==> src/rtl/uart_rx_mem.sv <==
// Memory-mapped 8N1 UART receiver with a small byte FIFO read over the dmem bus.
// Word 0 pops received bytes, word 1 reports status and clears sticky errors (W1C).
module uart_rx_mem #(
    parameter int CLKS_PER_BIT = 1250,
    parameter int FIFO_AW      = 2
) (
    input  logic        clk,
    input  logic        rst,
    input  logic        rx,
    input  logic [3:0]  writeb,
    input  logic        read,
    input  logic [5:0]  addr,
    input  logic [31:0] wdata,
    output logic [31:0] rdata,
    output logic        rx_ready
);
    localparam int CW = $clog2(CLKS_PER_BIT);
    localparam int DEPTH = 2 ** FIFO_AW;
    localparam logic [CW-1:0] CNT_END  = CW'(CLKS_PER_BIT - 1);
    localparam logic [CW-1:0] CNT_HALF = CW'(CLKS_PER_BIT / 2 - 1);

    // state   | meaning
    // IDLE    | line idle, waiting for a falling edge
    // START   | waiting for start-bit centre to confirm it is not a glitch
    // DATA    | sampling 8 data bits at their centres, LSB first
    // STOP    | sampling stop bit; push on 1, framing error on 0
    // BREAK   | line held low after a bad stop bit, wait for it to go high
    typedef enum logic [2:0] {S_IDLE, S_START, S_DATA, S_STOP, S_BREAK} state_t;

    state_t state, state_d;
    logic sync1, rx_s;
    logic [CW-1:0] cnt;
    logic [2:0] bit_idx;
    logic [7:0] sh;
    logic shift_en, push_req, fe_set;

    logic [7:0] mem [DEPTH];
    logic [FIFO_AW:0] wptr, rptr;
    logic empty, full, pop, push, ovr_set, st_wr;
    logic overrun, frame_err;
    logic unused_bits;

    assign unused_bits = ^{wdata[31:4], wdata[1:0], writeb[3:1]};

    always_ff @(posedge clk or posedge rst) begin
        if (rst) begin
            sync1 <= 1'b1;
            rx_s  <= 1'b1;
        end else begin
            sync1 <= rx;
            rx_s  <= sync1;
        end
    end

    always_ff @(posedge clk or posedge rst) begin
        if (rst) state <= S_IDLE;
        else     state <= state_d;
    end

    always_comb begin
        state_d  = state;
        shift_en = 1'b0;
        push_req = 1'b0;
        fe_set   = 1'b0;
        case (state)
            S_IDLE:  if (!rx_s) state_d = S_START;
            S_START: if (cnt == CNT_HALF) state_d = rx_s ? S_IDLE : S_DATA;
            S_DATA: begin
                if (cnt == CNT_END) begin
                    shift_en = 1'b1;
                    if (bit_idx == 3'd7) state_d = S_STOP;
                end
            end
            S_STOP: begin
                if (cnt == CNT_END) begin
                    if (rx_s) begin
                        push_req = 1'b1;
                        state_d  = S_IDLE;
                    end else begin
                        fe_set  = 1'b1;
                        state_d = S_BREAK;
                    end
                end
            end
            S_BREAK: if (rx_s) state_d = S_IDLE;
            default: state_d = S_IDLE;
        endcase
    end

    always_ff @(posedge clk or posedge rst) begin
        if (rst) begin
            cnt     <= '0;
            bit_idx <= '0;
            sh      <= '0;
        end else begin
            if (state_d != state || state == S_IDLE || state == S_BREAK) cnt <= '0;
            else if (cnt == CNT_END)                                     cnt <= '0;
            else                                                         cnt <= cnt + CW'(1);
            if (state_d != state) bit_idx <= '0;
            else if (shift_en)    bit_idx <= bit_idx + 3'd1;
            if (shift_en) sh <= {rx_s, sh[7:1]};
        end
    end

    // Pointer MSB distinguishes full from empty when the index bits match.
    assign empty    = (wptr == rptr);
    assign full     = (wptr[FIFO_AW] != rptr[FIFO_AW]) &&
                      (wptr[FIFO_AW-1:0] == rptr[FIFO_AW-1:0]);
    assign pop      = read && (addr == 6'd0) && !empty;
    assign push     = push_req && (!full || pop);
    assign ovr_set  = push_req && full && !pop;
    assign st_wr    = writeb[0] && (addr == 6'd1);
    assign rx_ready = !empty;

    always_ff @(posedge clk) begin
        if (push) mem[wptr[FIFO_AW-1:0]] <= sh;
    end

    always_ff @(posedge clk or posedge rst) begin
        if (rst) begin
            wptr      <= '0;
            rptr      <= '0;
            overrun   <= 1'b0;
            frame_err <= 1'b0;
            rdata     <= '0;
        end else begin
            if (push) wptr <= wptr + 1'b1;
            if (pop)  rptr <= rptr + 1'b1;
            overrun   <= ovr_set | (overrun   & ~(st_wr & wdata[2]));
            frame_err <= fe_set  | (frame_err & ~(st_wr & wdata[3]));
            if (read) begin
                case (addr)
                    6'd0:    rdata <= empty ? 32'd0 : {23'd0, 1'b1, mem[rptr[FIFO_AW-1:0]]};
                    6'd1:    rdata <= {28'd0, frame_err, overrun, full, !empty};
                    default: rdata <= 32'd0;
                endcase
            end
        end
    end
endmodule
==> config.mk <==
export PLATFORM = sky130hd
export DESIGN_NAME = uart_rx_mem
export DESIGN_NICKNAME = d
export VERILOG_FILES = /design/src/rtl/uart_rx_mem.sv
export SDC_FILE = /design/constraint.sdc
export NUM_CORES = 1
export LEC_CHECK = 0
export CELL_PAD_IN_SITES_DETAIL_PLACEMENT = 0
export CELL_PAD_IN_SITES_GLOBAL_PLACEMENT = 1
export CORE_MARGIN = 8
export CORE_UTILIZATION = 41
export DETAILED_ROUTE_END_ITERATION = 8
export PLACE_DENSITY = 0.86
export SKIP_LAST_GASP = 1
export SYNTH_ARGS = -nofsm -noshare
export SYNTH_HDL_FRONTEND = slang
export SYNTH_SLANG_ARGS = --single-unit
==> constraint.sdc <==
create_clock -name clk -period 2.5 [get_ports clk]
set_clock_uncertainty 0.1 [all_clocks]
set_input_delay 0.375 -clock clk [delete_from_list [all_inputs] [get_ports clk]]
set_output_delay 0.375 -clock clk [all_outputs]
set_load 0.05 [all_outputs]
After elaboration in Yosys (flattened, before gate mapping)

Memories as Yosys holds them, arrays and structs flattened.
Cells that the tools add are included.

Bits in registers: 67
Memory bits (writable): 32
Input port bits: 46
Output and inout bits: 33
Logic and storage cells: 77
Memories: 1

$add $sub $neg: 4
Equality and inequality tests: 12
Muxes and demuxes: 25
Bitwise logic cells: 8
Reductions and logical operators: 16

Memories:

| name | depth | bits a word | read ports | clocked after Yosys merged registers in | write ports | RTL line | source |
|---|---|---|---|---|---|---|---|
| mem  | 4     | 8           | 1          | 0                                       | 1           | 37       | `logic [7:0] mem [DEPTH];` |

Operator list:

| kind                                                                     | count |
|---|---|
| 3-bit 2-to-1 mux                                                         | 9 |
| 11-bit 2-to-1 mux                                                        | 2 |
| 9-bit case mux with 2 select lines                                       | 1 |
| 3-bit case mux with 5 select lines                                       | 1 |
| 11-bit by 1-bit adder with 11-bit output (second input constant)         | 1 |
| 11-bit by 10-bit equality test with 1-bit output (second input constant) | 1 |
| 11-bit equality test (second input constant)                             | 1 |
| 1-bit 2-to-1 mux                                                         | 10 |
| 3-bit by 1-bit adder with 3-bit output (second input constant)           | 3 |
| 9-bit 2-to-1 mux                                                         | 1 |
| 1-bit logical AND                                                        | 7 |
| 3-bit by 2-bit equality test with 1-bit output (second input constant)   | 2 |
| 3-bit equality test (second input constant)                              | 2 |
| 6-bit by 1-bit equality test with 1-bit output (second input constant)   | 1 |
| 6-bit logical NOT                                                        | 1 |
| 1-bit bitwise AND                                                        | 4 |
| 3-bit by 1-bit equality test with 1-bit output (second input constant)   | 1 |
| 3-bit equality test                                                      | 1 |
| 1-bit logical NOT                                                        | 3 |
| 3-bit logical NOT                                                        | 1 |
| 1-bit logical OR                                                         | 3 |
| 3-bit inequality test                                                    | 1 |
| 2-bit equality test                                                      | 1 |
| 2-bit 2-to-1 mux                                                         | 1 |
| 4 further kinds                                                          | 6 |

Longest topological paths before layout

Gate-level depths: netlist of the first run.

Depth after elaboration: 8
Depth in mapped cells: 7

Worst setup path before layout of the first run

OpenSTA, ideal clock, no wires.

Path kind: flip-flop to flip-flop
Start: register rptr[0]
End: register rptr[1]
Library setup time: 0.125 ns
Arrival time: 2.004 ns
Data required time: 2.275 ns
Slack: 0.271 ns
Stages on the path, launching flop included: 6
Path buffers: 1
Clock period less this slack: 2.229 ns
Cell sequence: dfrtp_1 buf_2 xnor2_1 nand3_1 nand3b_2 mux2_2

Word-level cells in the longest chain between the ends: 3

Ends and longest elaborated chain:

| what                   | RTL line | source |
|---|---|---|
| start, declared        | 38       | `logic [FIFO_AW:0] wptr, rptr;` |
| start signal, assigned | 128      | `if (pop) rptr <= rptr + 1'b1;` |
| 3-bit equality test    | 106      | `assign empty = (wptr == rptr);` |
| 1-bit logical NOT      | --       |  |
| net rx_ready           | 15       | `output logic rx_ready` |
| 1-bit logical AND      | 109      | `assign pop = read && (addr == 6'd0) && !empty;` |

The timed path passes the listed nets, and every way through them passes these cells.
A chain may end at the register's enable or synchronous reset.

Worst setup path after layout of the first run

Start: input addr[1]
End: memory mem[2][2] (enable)

Word-level cells in the longest chain between the ends: 7

Ends and longest elaborated chain:

| what                                   | RTL line | source |
|---|---|---|
| start, declared                        | 12       | `input logic [5:0] addr,` |
| 6-bit logical NOT                      | 109      |  |
| 1-bit logical AND (2 in a row)         | 109      |  |
| 1-bit logical OR                       | 110      | `assign push = push_req && (!full \|\| pop);` |
| 1-bit logical AND                      | 110      |  |
| 1-bit 2-to-1 mux                       | 116      | `if (push) mem[wptr[FIFO_AW-1:0]] <= sh;` |
| 1-bit 2-to-1 mux (implied by the code) | 116      |  |
| end, declared                          | 37       |  |

Every way passes these cells.

==> results of run 1 <==
==> synthesized netlist by cell type (6+ instances only) <==
cell type  count
nand2_1        8
a211oi_1       9
xnor2_1       13
nor3_1         6
mux2_2         9
buf_4         23
dfrtp_1       42
ha_1          10
nor2_1        12
inv_1         15
mux4_2         9
edfxtp_1      32
o2bb2ai_1      6
==> metrics by stage <==
step                      utilization  instances  worst slack [ns]  area (µm²)
after floorplan                     -        296             0.271        3730
after global placement          0.468        413            -0.136        4060
after detailed placement        0.468        413            -0.148        4060
after CTS                       0.494        429             0.210        4280
after global routing            0.494        429            0.0899        4280
final                           0.494        429             0.257        4280
==> path summary, 6_finish.rpt <==
kind | startpoint | to | slack, ns | cells past startpoint
worst max register to register | cnt[2] | cnt[4] | 0.27 | 5
worst max-delay path | addr[1] | mem[2][2] | 0.26 | 7
max in group asynchronous | rst | sh[0] | 1.32 | 3
worst min register to register | sync1 | rx_s | 0.26 | 0
min in group asynchronous | rst | cnt[3] | 0.30 | 2
worst min-delay path | sync1 | rx_s | 0.26 | 0
==> worst max-delay path: stages <==
cell and delay [ns]:
clkdlybuf4s50_1 0.38, or4_1 0.55, nor4_1 0.24, buf_4 0.18
o21a_2 0.15, and2_1 0.17, buf_12 0.14
==> cell type report <==
cell class                      instances  area (µm²)
Tap cell                              108         135
Inverter                               16        60.1
Sequential cell                        76        2060
Fill cell                             765        4390
Multi-Input combinational cell        170        1380
Clock inverter                          6        96.3
Clock buffer                           10         128
Timing Repair Buffer                   43         425
==> where the power goes <==
group          internal, mW  switching, mW
Clock                 0.575          0.475
Combinational        0.0700          0.161
Sequential             1.30         0.0137
Total                  1.95          0.650
==> layer usage <==
metal  wire (µm)  share of wire  up-vias
met5           0              0        -
met4          83          0.012        0
met3         394          0.057        5
met2        3420           0.50       59
met1        2990           0.43     1116
li1            -              -     1042
==> sequential cells by signal (all words and copies together), names as in the netlist, 3 cells and up <==
name and flops:
state 3, cnt 11, sh 8, bit_idx 3
wptr 3, rptr 3, rdata 9, mem 32
==> cell families after synthesis <==
logic type	count (synthesis)	synth area share
xor gates and xnor gates	17	0.0408
and+or+nand+nor	63	0.108
other	1	0.00103
muxes	21	0.0918
DFF	76	0.565
AOI/OAI and AO/OA	36	0.0785
adders and majority gates	10	0.0343
buffers and inverters	50	0.0808
==> run metrics, run 1 <==
Max Cap Viol=0; met3 usage=0.0326; number of synthesized flops with an enable pin=32; DRT antenna net count=0; worst skew pair latency=0.35 ns; required time worst endpoint=2.46 ns; gr ovfl total=0; final setup violation count=0; gpl congestion=0.800; post-synth top area share=0.288; Synth Register Bits=76; Worst IR Drop VDD=0.000284 V; ANT cells=0; DRT Wirelength=6.89 mm; WHS=0.258 ns; global route hottest layer=met2; Sink Count=76; share of layout cells above drive strength 1=0.212; Post-layout nets=372; Die ar.=12,200 µm²; yosys warns=0; Crit Path Max Fanout=8; Die Width=110 µm; DR vias=2,222; Synth cell types=59; root buf cell=clkbuf_8; cts hold-fix bufs=0; maximum buffer depth of the clock tree=2; Ports=79; GRT Util Overall=0.124; DR iter-0 viols=160; vias in the first global route=2,261; commonest cells after routing, fill and taps aside=dfrtp_1, edfxtp_1, conb_1, clkdlybuf4s50_1, buf_4; post-synth top area cell=dfrtp_1; Core ar.=8680 µm²; LEAKAGE=1.78 nW; Port Buffer Count=22; critical path arrival=2.20 ns; Final TNS setup=0 ns; fin crit share=0.897; Syn Inst Count=274; CTS clk-pin slew, worst paths=0.08 ns; syn avg cell area=13.3 µm²; sequential-to-total area share from yosys stat=0.565; Peak Freq=446 MHz; top_reg_cell synth=dfrtp_1; CP Capture Type=flop; post-layout minimum cycle time=2.24 ns; Synth Cell Area=3650 µm²; Slew Viols, Final=0; status=finished clean; DRC=0; initial antenna violation count=0; Synth-to-Final Area Change=17.3%; Initial Utilization=0.421; HPWL after DPL=5.03 mm; CP Launch Type=primary input; Resized Gates After CTS=0; Setup Buffers After CTS=0; first-pass iteration count of the detailed router=4; Cell Rows=34; actual slew at the worst max-slew pin=0.872 ns; RSZ-0062 raised after global routing=false; GRT met2 Usage=0.209; commonest non-fill, non-tap cell in the layout=dfrtp_1; Post-synth ARST share=0.579; top cells by area, synth=dfrtp_1, edfxtp_1, mux4_2, buf_4, ha_1; Pwr Total=2.60 mW; Inserted Clock Buffers=9; HP Class=reg2reg; Final Hold Viols=0; drt wl/cell=16.1 µm; CTS tree=done; Die H=110 µm; CP Class=in2reg; vias per cell=5.18; largest net degree at the start of global routing=25; H-tree levels=3; first-pass GRT wire length=11.4 mm; met1 global-route usage=0.147; Max-slew headroom=0.415; P per Cell Area=606 nW/µm²
Power figures use the tool's default switching activity.
==> inputs of run 2 (changes only) <==
--- a/config.mk
+++ b/config.mk
@@ -10,7 +10,7 @@
 export CORE_MARGIN = 8
 export CORE_UTILIZATION = 41
 export DETAILED_ROUTE_END_ITERATION = 8
-export PLACE_DENSITY = 0.86
+export PLACE_DENSITY_LB_ADDON = 0.1
 export SKIP_LAST_GASP = 1
 export SYNTH_ARGS = -nofsm -noshare
 export SYNTH_HDL_FRONTEND = slang
==> run metrics, run 2 (synthesis results as in run 1) <==
status=finished clean; Slew Viols, Final=0; DR vias=2,195; drt wl/cell=16.7 µm; slowest CP cell=or4_1; Die H=110 µm; DRT Wirelength=7.22 mm; DRT antenna net count=0; share of layout cells above drive strength 1=0.223; Ports=79; initial antenna violation count=0; Worst IR Drop VDD=0.000240 V; HP Class=reg2reg; actual slew at the worst max-slew pin=0.720 ns; WHS=0.264 ns; CP Launch Type=primary input; Initial Utilization=0.421; maximum buffer depth of the clock tree=2; vias per cell=5.09; P per Cell Area=573 nW/µm²; Die Width=110 µm; Final Hold Viols=0; required time worst endpoint=2.47 ns; Resized Gates After CTS=0; RSZ-0062 raised after global routing=false; vias in the first global route=2,174; ANT cells=0; CP Capture Type=flop; Port Buffer Count=22; CP cell instances=clkdlybuf4s50_1 > or4_1 > nor4_1 > buf_4 > o21a_2 > and2_1 > buf_12; Core ar.=8680 µm²; Die ar.=12,200 µm²; fillers=794; Max-slew headroom=0.520; cts hold-fix bufs=0; Cell Rows=34; critical path arrival=2.23 ns; multi-input logic area=1380 µm²; GRT Util Overall=0.126; largest net degree at the start of global routing=34; commonest non-fill, non-tap cell in the layout=dfrtp_1; first-pass GRT wire length=11.6 mm; Sink Count=76; Inserted Clock Buffers=9; cell area after layout=4270 µm²; first-pass iteration count of the detailed router=4; post-route insts no fill=431; Crit Path Max Fanout=8; Synth-to-Final Area Change=17.0%; DR iter-0 viols=76; DRC=0; Storage cell area=2060 µm²; H-tree levels=3; CP delay by family, top=simple AND/OR/NAND/NOR gates; Post-layout nets=374; gr ovfl total=0; Final Util=0.493; fin crit share=0.902; CP Class=in2reg; root buf cell=clkbuf_8; Largest register FFs=32; buffers plus inverters on the worst setup path=3; CTS clk-pin slew, worst paths=0.09 ns; commonest cells after routing, fill and taps aside=dfrtp_1, edfxtp_1, conb_1, clkdlybuf4s50_1, buf_4; CTS tree=done; post-layout minimum cycle time=2.26 ns; Setup Buffers After CTS=0; Max Cap Viol=0; slowest stage delay, CP=0.55 ns; final setup violation count=0; DP Cell Count=415; gpl congestion=0.772; worst skew pair latency=0.36 ns; LEAKAGE=1.78 nW; HPWL after DPL=5.20 mm; DP Area=4090 µm²; Peak Freq=443 MHz
## run 2: cell types whose count changed in the layout (fill, tap and decap cells not counted), sizes merged
cell    before  now
clkbuf      10    9
clkinv       3    2
bufinv       2    0
buf         22   24
inv         16   20
## run 2: layer usage
| metal | track usage | part of all wire |
|---|---|---|
| met2 | 0.182 | 0.45 |
| met1 | 0.176 | 0.49 |
| met5 | 0 | 0 |
| met3 | 0.0355 | 0.056 |
| met4 | 0.0457 | 0.0094 |
## run 2: layout make-up
class	count	share of cell area
clock buffers	9	0.0290
clock inverters	7	0.0146
inverters	16	0.0141
multi-input cells	170	0.322
flip-flops and latches	76	0.483
well taps	108	0.0316
repair buffers	45	0.106
## run 2: where the power goes
part	switching, mW	total (mW)	leakage, nW	internal (mW)
clock network	0.505	0.888	0.0931	0.383
registers	0.0180	1.32	0.959	1.30
logic	0.161	0.243	0.727	0.0814
## run 2: worst paths after layout
kind	startpoint	end	slack (ns)	depth (start not counted)
worst max-delay path	addr[1]	mem[2][0]	0.24	7
worst min-delay path	sync1	rx_s	0.26	0
worst max register to register	cnt[1]	mem[2][0]	0.26	7
worst min register to register	sync1	rx_s	0.26	0
max in group asynchronous	rst	rdata[6]	1.35	3
min in group asynchronous	rst	state[1]	0.35	2
## run 2: through the flow
stage / TNS (ns) / power (mW) / worst slack, ns
6_report: 0 / 2.45 / 0.245
4_1_cts: 0 / 2.49 / 0.231
3_5_place_dp: -3.02 / 1.59 / -0.128
2_1_floorplan: 0 / 1.54 / 0.271
5_1_grt: 0 / 2.56 / 0.0941
3_3_place_gp: -3.46 / 1.59 / -0.143
==> inputs of run 3 (changes only) <==
--- a/config.mk
+++ b/config.mk
@@ -5,12 +5,13 @@
 export SDC_FILE = /design/constraint.sdc
 export NUM_CORES = 1
 export LEC_CHECK = 0
-export CELL_PAD_IN_SITES_DETAIL_PLACEMENT = 0
+export CELL_PAD_IN_SITES_DETAIL_PLACEMENT = 1
 export CELL_PAD_IN_SITES_GLOBAL_PLACEMENT = 1
 export CORE_MARGIN = 8
 export CORE_UTILIZATION = 41
 export DETAILED_ROUTE_END_ITERATION = 8
 export PLACE_DENSITY_LB_ADDON = 0.1
+export RECOVER_POWER = 25
 export SKIP_LAST_GASP = 1
 export SYNTH_ARGS = -nofsm -noshare
 export SYNTH_HDL_FRONTEND = slang
==> run metrics, run 3 (synthesis results as in run 1) <==
status=finished clean; Setup Buffers After CTS=0; slowest stage delay, CP=0.55 ns; capturing point of the worst reg2reg path=mem[1][3]; Peak Freq=443 MHz; Largest register FFs=32; Worst R2R Path Depth=7; Pwr Total=2.58 mW; LEAKAGE=1.80 nW; Post-layout nets=374; Max-slew headroom=0.137; H-tree levels=3; Initial Utilization=0.421; fillers=915; Die ar.=12,200 µm²; commonest cells after routing, fill and taps aside=dfrtp_1, edfxtp_1, conb_1, clkdlybuf4s50_1, buf_4; CP Launch Type=primary input; Slew Viols, Final=0; gr ovfl total=0; RSZ-0062 raised after global routing=false; WHS=0.265 ns; DR iter-0 viols=89; buffers plus inverters on the worst setup path=3; Port Buffer Count=22; CTS clk-pin slew, worst paths=0.09 ns; setup slack, reg-to-reg=0.25 ns; DRC=0; worst skew pair latency=0.36 ns; ANT cells=0; CTS tree=done; Ports=79; Die Width=110 µm; Resized Gates After CTS=0; drt wl/cell=18.3 µm; Sink Count=76; HP Class=reg2reg; GRT Util Overall=0.137; largest net degree at the start of global routing=34; Max Cap Viol=0; Crit Path Max Fanout=8; CP cell instances=clkdlybuf4s50_1 > or4_1 > nor4_1 > buf_4 > o21a_2 > and2_1 > buf_12; cell area after layout=4300 µm²; Final Util=0.495; maximum buffer depth of the clock tree=2; Inserted Clock Buffers=9; Cell Rows=34; DRT antenna net count=0; Synth-to-Final Area Change=17.7%; Worst IR Drop VDD=0.000248 V; HP Start=sync1; required time worst endpoint=2.48 ns; R2R Path Start=cnt[1]; DP Area=4090 µm²; vias per cell=5.19; cts hold-fix bufs=0; DR vias=2,236; CP delay by family, top=simple AND/OR/NAND/NOR gates; initial antenna violation count=0; actual slew at the worst max-slew pin=1.29 ns; post-layout minimum cycle time=2.26 ns; Storage cell area=2060 µm²; hold path cells=0; Core ar.=8680 µm²; root buf cell=clkbuf_8; gpl congestion=0.772; Final Hold Viols=0; first-pass GRT wire length=12.7 mm; DRT Wirelength=7.89 mm; CP Capture Type=flop; critical path arrival=2.24 ns; final setup violation count=0; first-pass iteration count of the detailed router=4; vias in the first global route=2,340; HPWL after DPL=5.62 mm; CP Class=in2reg; fin crit share=0.903; commonest non-fill, non-tap cell in the layout=dfrtp_1; share of layout cells above drive strength 1=0.220; Die H=110 µm; Hold Path End=rx_s; multi-input logic area=1380 µm²; P per Cell Area=600 nW/µm²; slowest CP cell=or4_1
[run 3: worst max-delay path by stage]
stage	start	endpoint	cells after the start
floorplan	rptr[0]	rptr[1]	5
global placement	addr[1]	mem[2][5]	7
detailed placement	addr[1]	mem[1][5]	7
CTS	addr[1]	mem[1][2]	7
global route	addr[1]	mem[1][2]	7
finish	addr[1]	mem[1][3]	7
[run 3: per-stage QoR]
step / instances / worst slack (ns) / setup TNS (ns)
final: 431 / 0.242 / 0
after floorplan: 296 / 0.271 / 0
after global routing: 431 / 0.0701 / 0
after global placement: 415 / -0.143 / -3.46
after detailed placement: 415 / -0.128 / -3.13
after CTS: 431 / 0.223 / 0
[run 3: final cells by class]
class | count | area share
clock buffer | 9 | 0.0288
clock inverter | 7 | 0.0204
inverter | 16 | 0.0140
multi-input combinational | 170 | 0.320
sequential | 76 | 0.480
tap | 108 | 0.0314
timing repair buffer | 45 | 0.105
[run 3: power breakdown]
group | switching (mW) | internal, mW | total [mW]
Clock | 0.532 | 0.488 | 1.02
Combinational | 0.161 | 0.0804 | 0.241
Sequential | 0.0178 | 1.30 | 1.32
Total | 0.711 | 1.87 | 2.58
[run 3: routing by layer]
| layer | GRT usage | part of all wire |
|---|---|---|
| met1 | 0.191 | 0.48 |
| met2 | 0.203 | 0.45 |
| met3 | 0.0279 | 0.052 |
| met4 | 0.0628 | 0.017 |
| met5 | 0 | 0 |
